===== src/rtl/pool_unit.sv =====
`default_nettype none
// ============================================================================
// Module      : pool_unit
// Description : 2x2, stride-2 max-pool stage fed by a convolution unit's
//               ReLU output stream (raster order, one pixel per valid cycle).
//               Emits each pooled pixel with its raster write address into the
//               next-layer IFM memory. Pixels are IEEE-754 binary32, compared
//               in sign-magnitude order (+0 == -0, ties keep the earlier
//               operand, NaN unsupported).
// Revision    : 1.0 - initial release
//
// Compile-time option:
//   POOL_RELU_FUSE_EN - when defined, any pooled result with the sign bit set
//                       is output as 0x00000000 (ReLU fused into the pool).
//
// Ports:
//   clk            in   clock, rising edge
//   reset          in   asynchronous active-high reset, clears all state
//   pool_clear     in   synchronous frame abort (wins over data_in_valid)
//   data_in        in   conv/ReLU output pixel
//   data_in_valid  in   data_in valid this cycle (no backpressure)
//   data_out       out  pooled pixel, held while data_out_valid is low
//   data_out_valid out  data_out / ofm_address valid
//   ofm_address    out  raster address of data_out in the next IFM memory
//   pool_busy      out  frame in progress
//   frame_done     out  one-cycle pulse one cycle after the final frame pixel
// ============================================================================
module pool_unit #(
    parameter int DATA_WIDTH       = 32,
    parameter int IFM_SIZE         = 28,
    parameter int OFM_SIZE         = IFM_SIZE / 2,
    parameter int ADDRESS_SIZE_OFM = $clog2(OFM_SIZE * OFM_SIZE),
    parameter int COUNT_BITS       = $clog2(IFM_SIZE)
) (
    input  logic                        clk,
    input  logic                        reset,
    input  logic                        pool_clear,
    input  logic [DATA_WIDTH-1:0]       data_in,
    input  logic                        data_in_valid,
    output logic [DATA_WIDTH-1:0]       data_out,
    output logic                        data_out_valid,
    output logic [ADDRESS_SIZE_OFM-1:0] ofm_address,
    output logic                        pool_busy,
    output logic                        frame_done
);

    localparam int LB_IDX_W = (OFM_SIZE > 1) ? $clog2(OFM_SIZE) : 1;
    localparam int MSB      = DATA_WIDTH - 1;

    typedef enum logic [0:0] {
        S_IDLE = 1'b0,
        S_RUN  = 1'b1
    } state_t;

    state_t                  r_state;
    state_t                  w_state_next;
    logic [COUNT_BITS-1:0]   r_row;
    logic [COUNT_BITS-1:0]   r_col;
    logic [DATA_WIDTH-1:0]   r_hold;
    logic [DATA_WIDTH-1:0]   r_line_buf [OFM_SIZE];
    logic [DATA_WIDTH-1:0]   r_data_out;
    logic [ADDRESS_SIZE_OFM-1:0] r_addr;
    logic                    r_out_valid;
    logic                    r_frame_done;

    logic                    w_accept;
    logic                    w_col_last;
    logic                    w_row_last;
    logic                    w_frame_last;
    logic                    w_win_done;
    logic [LB_IDX_W-1:0]     w_lb_idx;
    logic [DATA_WIDTH-1:0]   w_lb_rd;
    logic [DATA_WIDTH-1:0]   w_pair;
    logic [DATA_WIDTH-1:0]   w_result;
    logic [DATA_WIDTH-1:0]   w_out;
    logic [ADDRESS_SIZE_OFM-1:0] w_addr;

    // True when the later operand is strictly greater than the earlier one,
    // so ties (including +0 vs -0) keep the earlier operand.
    function automatic logic later_wins(input logic [DATA_WIDTH-1:0] early,
                                        input logic [DATA_WIDTH-1:0] late);
        logic [DATA_WIDTH-2:0] m_e;
        logic [DATA_WIDTH-2:0] m_l;
        logic                  res;
        m_e = early[DATA_WIDTH-2:0];
        m_l = late[DATA_WIDTH-2:0];
        if ((m_e == '0) && (m_l == '0)) begin
            res = 1'b0;
        end else if (early[MSB] != late[MSB]) begin
            res = early[MSB];               // late is the positive one
        end else if (!early[MSB]) begin
            res = (m_l > m_e);
        end else begin
            res = (m_l < m_e);              // both negative: smaller magnitude wins
        end
        return res;
    endfunction

    assign w_accept     = data_in_valid & ~pool_clear;
    assign w_col_last   = (r_col == COUNT_BITS'(IFM_SIZE - 1));
    assign w_row_last   = (r_row == COUNT_BITS'(IFM_SIZE - 1));
    assign w_frame_last = w_col_last & w_row_last;
    // Odd row and odd column close a 2x2 window; for odd IFM_SIZE the last
    // row/column are even-indexed and therefore never complete a window.
    assign w_win_done   = w_accept & r_row[0] & r_col[0];
    assign w_lb_idx     = LB_IDX_W'(r_col >> 1);
    assign w_lb_rd      = r_line_buf[w_lb_idx];

    assign w_pair   = later_wins(r_hold, data_in) ? data_in : r_hold;
    assign w_result = later_wins(w_lb_rd, w_pair) ? w_pair : w_lb_rd;

`ifdef POOL_RELU_FUSE_EN
    assign w_out = w_result[MSB] ? '0 : w_result;
`else
    assign w_out = w_result;
`endif

    assign w_addr = ADDRESS_SIZE_OFM'(int'(r_row >> 1) * OFM_SIZE + int'(r_col >> 1));

    // ------------------------------------------------------------------
    // Frame state
    // ------------------------------------------------------------------
    always_ff @(posedge clk or posedge reset) begin
        if (reset) begin
            r_state <= S_IDLE;
        end else begin
            r_state <= w_state_next;
        end
    end

    always_comb begin
        w_state_next = r_state;
        pool_busy    = 1'b0;
        case (r_state)
            S_IDLE: begin
                pool_busy = w_accept;
                if (w_accept && !w_frame_last) begin
                    w_state_next = S_RUN;
                end
            end
            S_RUN: begin
                pool_busy = 1'b1;
                if (pool_clear) begin
                    w_state_next = S_IDLE;
                end else if (data_in_valid && w_frame_last) begin
                    w_state_next = S_IDLE;
                end
            end
            default: begin
                w_state_next = S_IDLE;
            end
        endcase
    end

    // ------------------------------------------------------------------
    // Raster counters; wrap at frame end so the next frame can follow
    // without an idle cycle.
    // ------------------------------------------------------------------
    always_ff @(posedge clk or posedge reset) begin
        if (reset) begin
            r_row <= '0;
            r_col <= '0;
        end else if (pool_clear) begin
            r_row <= '0;
            r_col <= '0;
        end else if (data_in_valid) begin
            if (w_col_last) begin
                r_col <= '0;
                r_row <= w_row_last ? '0 : r_row + 1'b1;
            end else begin
                r_col <= r_col + 1'b1;
            end
        end
    end

    // Hold register and line buffer are always written before being read
    // within a frame, so they need no reset.
    always_ff @(posedge clk) begin
        if (w_accept && !r_col[0]) begin
            r_hold <= data_in;
        end
    end

    always_ff @(posedge clk) begin
        if (w_accept && !r_row[0] && r_col[0]) begin
            r_line_buf[w_lb_idx] <= w_pair;
        end
    end

    // ------------------------------------------------------------------
    // Output register
    // ------------------------------------------------------------------
    always_ff @(posedge clk or posedge reset) begin
        if (reset) begin
            r_data_out   <= '0;
            r_addr       <= '0;
            r_out_valid  <= 1'b0;
            r_frame_done <= 1'b0;
        end else begin
            r_out_valid  <= w_win_done;
            r_frame_done <= w_accept & w_frame_last;
            if (w_win_done) begin
                r_data_out <= w_out;
                r_addr     <= w_addr;
            end
        end
    end

    assign data_out       = r_data_out;
    assign data_out_valid = r_out_valid;
    assign ofm_address    = r_addr;
    assign frame_done     = r_frame_done;

endmodule
`default_nettype wire


===== config.mk =====
export PLATFORM = sky130hd
export DESIGN_NAME = pool_unit
export DESIGN_NICKNAME = d
export VERILOG_FILES = /design/src/rtl/pool_unit.sv
export SDC_FILE = /design/constraint.sdc
export NUM_CORES = 1
export LEC_CHECK = 0
export BUFFER_PORTS_ARGS = -buffer_cell sky130_fd_sc_hd__buf_2
export CAP_MARGIN = 20
export CORE_ASPECT_RATIO = 0.7
export CORE_MARGIN = 5
export CORE_UTILIZATION = 55
export DETAILED_ROUTE_END_ITERATION = 10
export PLACE_DENSITY_LB_ADDON = 0.3
export SLEW_MARGIN = 15
export SYNTH_ARGS = -nofsm -noshare
export SYNTH_HDL_FRONTEND = slang
export SYNTH_SLANG_ARGS = --single-unit
export TNS_END_PERCENT = 50

===== constraint.sdc =====
create_clock -name clk -period 5.4 [get_ports clk]
set_input_delay 0 -clock clk [delete_from_list [all_inputs] [get_ports clk]]
set_output_delay 0 -clock clk [all_outputs]
set_load 0.03 [all_outputs]

==> impl_results.md <==
* # fillers at just under 3k
* Vias at 14.0k
* Clock slew at reported path FFs at around 0.070 ns
* Synth area leader: edfxtp_1
* # placed instances at 2100
* Gpl congestion at 0.971
* DRT iter0 DRCs at 1526
* Worst slew margin at about 25%
* Outcome: finished, final reports clean
* Crit path capture type: flop
* Crit-path max FO at 16
* Avg WL per Cell at 26.0 um
* Max-cap viol count at 0
* Vias in the first global route at roughly 14k
* I/O pins at 79
* First-pass GRT wire length at 86800 um
* CTS root buffer: clkbuf_16
* Antenna diodes at 0
* Fin nets at 1755
* Vias per cell at around 6.3
* Die area at 46500 um^2
* Multi-input gate area at a little over 7000 um^2
* HP Class: input pin to async pin
* Req. time, crit path at 5.85 ns
* Clk sinks at 533
* Site row count at 63
* Number of synthesized flops with an enable pin at 480
* Pwr per Cell Area at 326 nW/um^2
* Total Routing Usage GR at between 20% and 30%
* Final hold vios at 0
* Fin crit share at 96.4%
* Startpoint Class: flop
* Unique masters post-synth at 55
* WP data arrival at approximately 5.7 ns
* Worst skew pair latency at roughly 0.57 ns
* Post-DP HPWL at 37600 um
* Register bit total from synthesis at between 500 and 600
* Slew at the pin closest to its max-slew limit at ~1.1 ns
* FMAX at 192 MHz
* Worst VDD drop at 0.274 mV
* WL final at slightly below 60000 um
* Fin util at between 60% and 70%
* Initial antenna violation count at 1
* Crit path time final at 5.21 ns
* Leakage at 9.65 nW
* Yosys warns at 0
* DP Worst Slack at -0.215 ns
* Total nets after synthesis at 1554
* Die H at 182 um
* Largest net degree at the start of global routing at between 50 and 60
* # setup viols final at 0
* DR pass1 iterations at 5
* Post-Syn Area at 23200 um^2
* Crit Path Class: flop to flop
* Remaining DRCs at 0
* Area grow syn2layout at 16.6%
* Synth async-reset ratio at roughly a tenth
* Initial core utilization at 55.3%
* Worst setup margin at a little under 0.2 ns
* Main synth FF type: edfxtp_1
* Number of buffers created by CTS at 50
* Buffers on Ports at 78
* Mean Syn Cell Area at 16.1 um^2
* Register area at between 15000 and 20000 um^2
* Setup total negative slack at 0 ns
* Clk_skew at 0.0248 ns
* Cell Count, Final, Fillers Out at about 2.2k
* CTS tree: done
* CTS Buffer Depth at 3
* Gate Count Post-Synth at about 1.4k
* Htree depth at 2
* Largest cells by area after synthesis: edfxtp_1 (62%), mux4_2 (9.3%), dfrtp_1 (5.7%)
* Min Hold Slack at 0.200 ns
* Synth top area share at 62.1%
* GR Overflow Total at 0
* DRT antenna net count at 0
* Share of layout cells above drive strength 1 at 23.8%
* Core Area at 42000 um^2
* Die width at 256 um
* Sequential-to-total area share from yosys stat at about two thirds
* Pins over their slew limit at 0
state kept, by name, summed over array words and instances (netlist names):
register	cells
r_row	5
ofm_address	8
r_col	5
r_hold	32
frame_done	1
data_out_valid	1
r_line_buf	448
data_out	32
r_state	1
final timing paths:
path                                       startpoint  cells after the start  slack (ns)                         end
hold / removal                                  reset                      4        0.20     data_out[4]$_DFFE_PP0P_
min in group clk                          data_in[23]                      2        0.20        r_hold[23]$_DFFE_PP_
hold reg to reg            ofm_address[5]$_DFFE_PP0P_                      2        0.48  ofm_address[5]$_DFFE_PP0P_
max in group asynchronous                       reset                      4        4.60        r_col[2]$_DFFE_PP0P_
setup / recovery                 r_hold[19]$_DFFE_PP_                     24        0.19     data_out[6]$_DFFE_PP0P_
setup reg to reg                 r_hold[19]$_DFFE_PP_                     24        0.19     data_out[6]$_DFFE_PP0P_
power by group:
group / total (mW) / leakage, nW / switching (mW) / internal (mW)
registers: 4.60 / 5.07 / 0.0165 / 4.59
logic: 0.737 / 3.79 / 0.452 / 0.285
clock network: 3.47 / 0.786 / 1.49 / 1.97
worst max-delay path: stages, from the launching register on:
cell	delay, ns
edfxtp_1	0.40
inv_1	0.08
ha_1	0.28
nand4_1	0.14
nor4_4	0.37
buf_4	0.17
nand2_1	0.07
a31oi_4	0.21
o21a_1	0.22
nor2_4	0.08
buf_8	0.16
buf_4	0.16
o21ai_1	0.31
ha_1	0.19
and4_1	0.18
nor3b_2	0.16
buf_4	0.15
and3_1	0.19
nand4_1	0.11
o2111a_1	0.15
a41o_1	0.23
a211o_4	0.39
buf_12	0.17
o31a_1	0.30
a22o_1	0.21
cell usage after synthesis (3+ instances only):
| master | instances |
|---|---|
| mux2_2 | 3 |
| and3_1 | 6 |
| o31a_1 | 26 |
| edfxtp_1 | 480 |
| o21ai_1 | 25 |
| nand4b_1 | 3 |
| nor3_1 | 13 |
| o21a_1 | 8 |
| buf_4 | 4 |
| a21o_1 | 16 |
| mux4_2 | 96 |
| a21oi_1 | 90 |
| xnor2_1 | 6 |
| buf_2 | 14 |
| nand4_1 | 20 |
| inv_1 | 48 |
| o211ai_1 | 6 |
| nor4_1 | 15 |
| o21ai_0 | 49 |
| ha_1 | 74 |
| nand3_1 | 13 |
| clkbuf_1 | 41 |
| nand2b_1 | 8 |
| buf_6 | 11 |
| nor3b_1 | 5 |
| nand2_1 | 66 |
| mux2i_1 | 66 |
| a22o_1 | 25 |
| fa_1 | 5 |
| and4_1 | 4 |
| dfrtp_1 | 53 |
| buf_1 | 5 |
| a21oi_2 | 3 |
| a211oi_1 | 5 |
| nor2_1 | 93 |
| o22ai_1 | 7 |
cell type report:
| type | instances | share of cell area (%) |
|---|---|---|
| clock buffers | 63 | 4.88 |
| clock inverters | 27 | 1.03 |
| inverters | 48 | 0.666 |
| multi-input cells | 783 | 26.3 |
| flip-flops and latches | 533 | 58.2 |
| well taps | 552 | 2.55 |
| repair buffers | 224 | 6.39 |
cells in the final DEF (no fill, tap or decap), types with 49 or more instances in the layout:
| master | netlist | layout |
|---|---|---|
| a21oi_1 | 90 | 87 |
| buf_2 | 14 | 78 |
| buf_4 | 4 | 98 |
| clkbuf_16 | 0 | 50 |
| dfrtp_1 | 53 | 49 |
| edfxtp_1 | 480 | 480 |
| ha_1 | 74 | 74 |
| mux2i_1 | 66 | 66 |
| mux4_2 | 96 | 96 |
| nand2_1 | 66 | 66 |
| nor2_1 | 93 | 81 |
through the flow:
stage	instance area, um^2	total power [mW]
6_report	27100	8.81
5_1_grt	27100	9.10
4_1_cts	27000	8.83
3_5_place_dp	25000	5.38
3_3_place_gp	24900	5.37
2_1_floorplan	23200	5.10
cells by family (layout without fill, tap and decap cells):
kind of cell	after synthesis	after routing	share of synthesized area, %
compound gates	277	277	7.56
mux	165	165	12.3
xor+xnor	7	7	0.264
flops	533	533	67.8
buf+inv	123	362	2.48
fa+ha+maj	79	79	4.42
simple gates	255	255	5.16
metal layers:
layer / share of wire, % / global-route usage [%]
met5: 0 / 0
met3: 8.5 / 4.50
met1: 42 / 36.0
met4: 2.7 / 6.73
met2: 47 / 39.3
what timing repair did:
| action | 4_1_cts | 5_1_grt |
|---|---|---|
| endpoints found under the hold margin | 101 | 0 |
| resized for setup | 5 | 18 |
| setup buffers | 0 | 4 |
| hold buffers | 36 | 0 |
| setup endpoints to repair | 31 | 31 |
| pin swaps | 0 | 3 |
(Power assumes the default switching activity.)
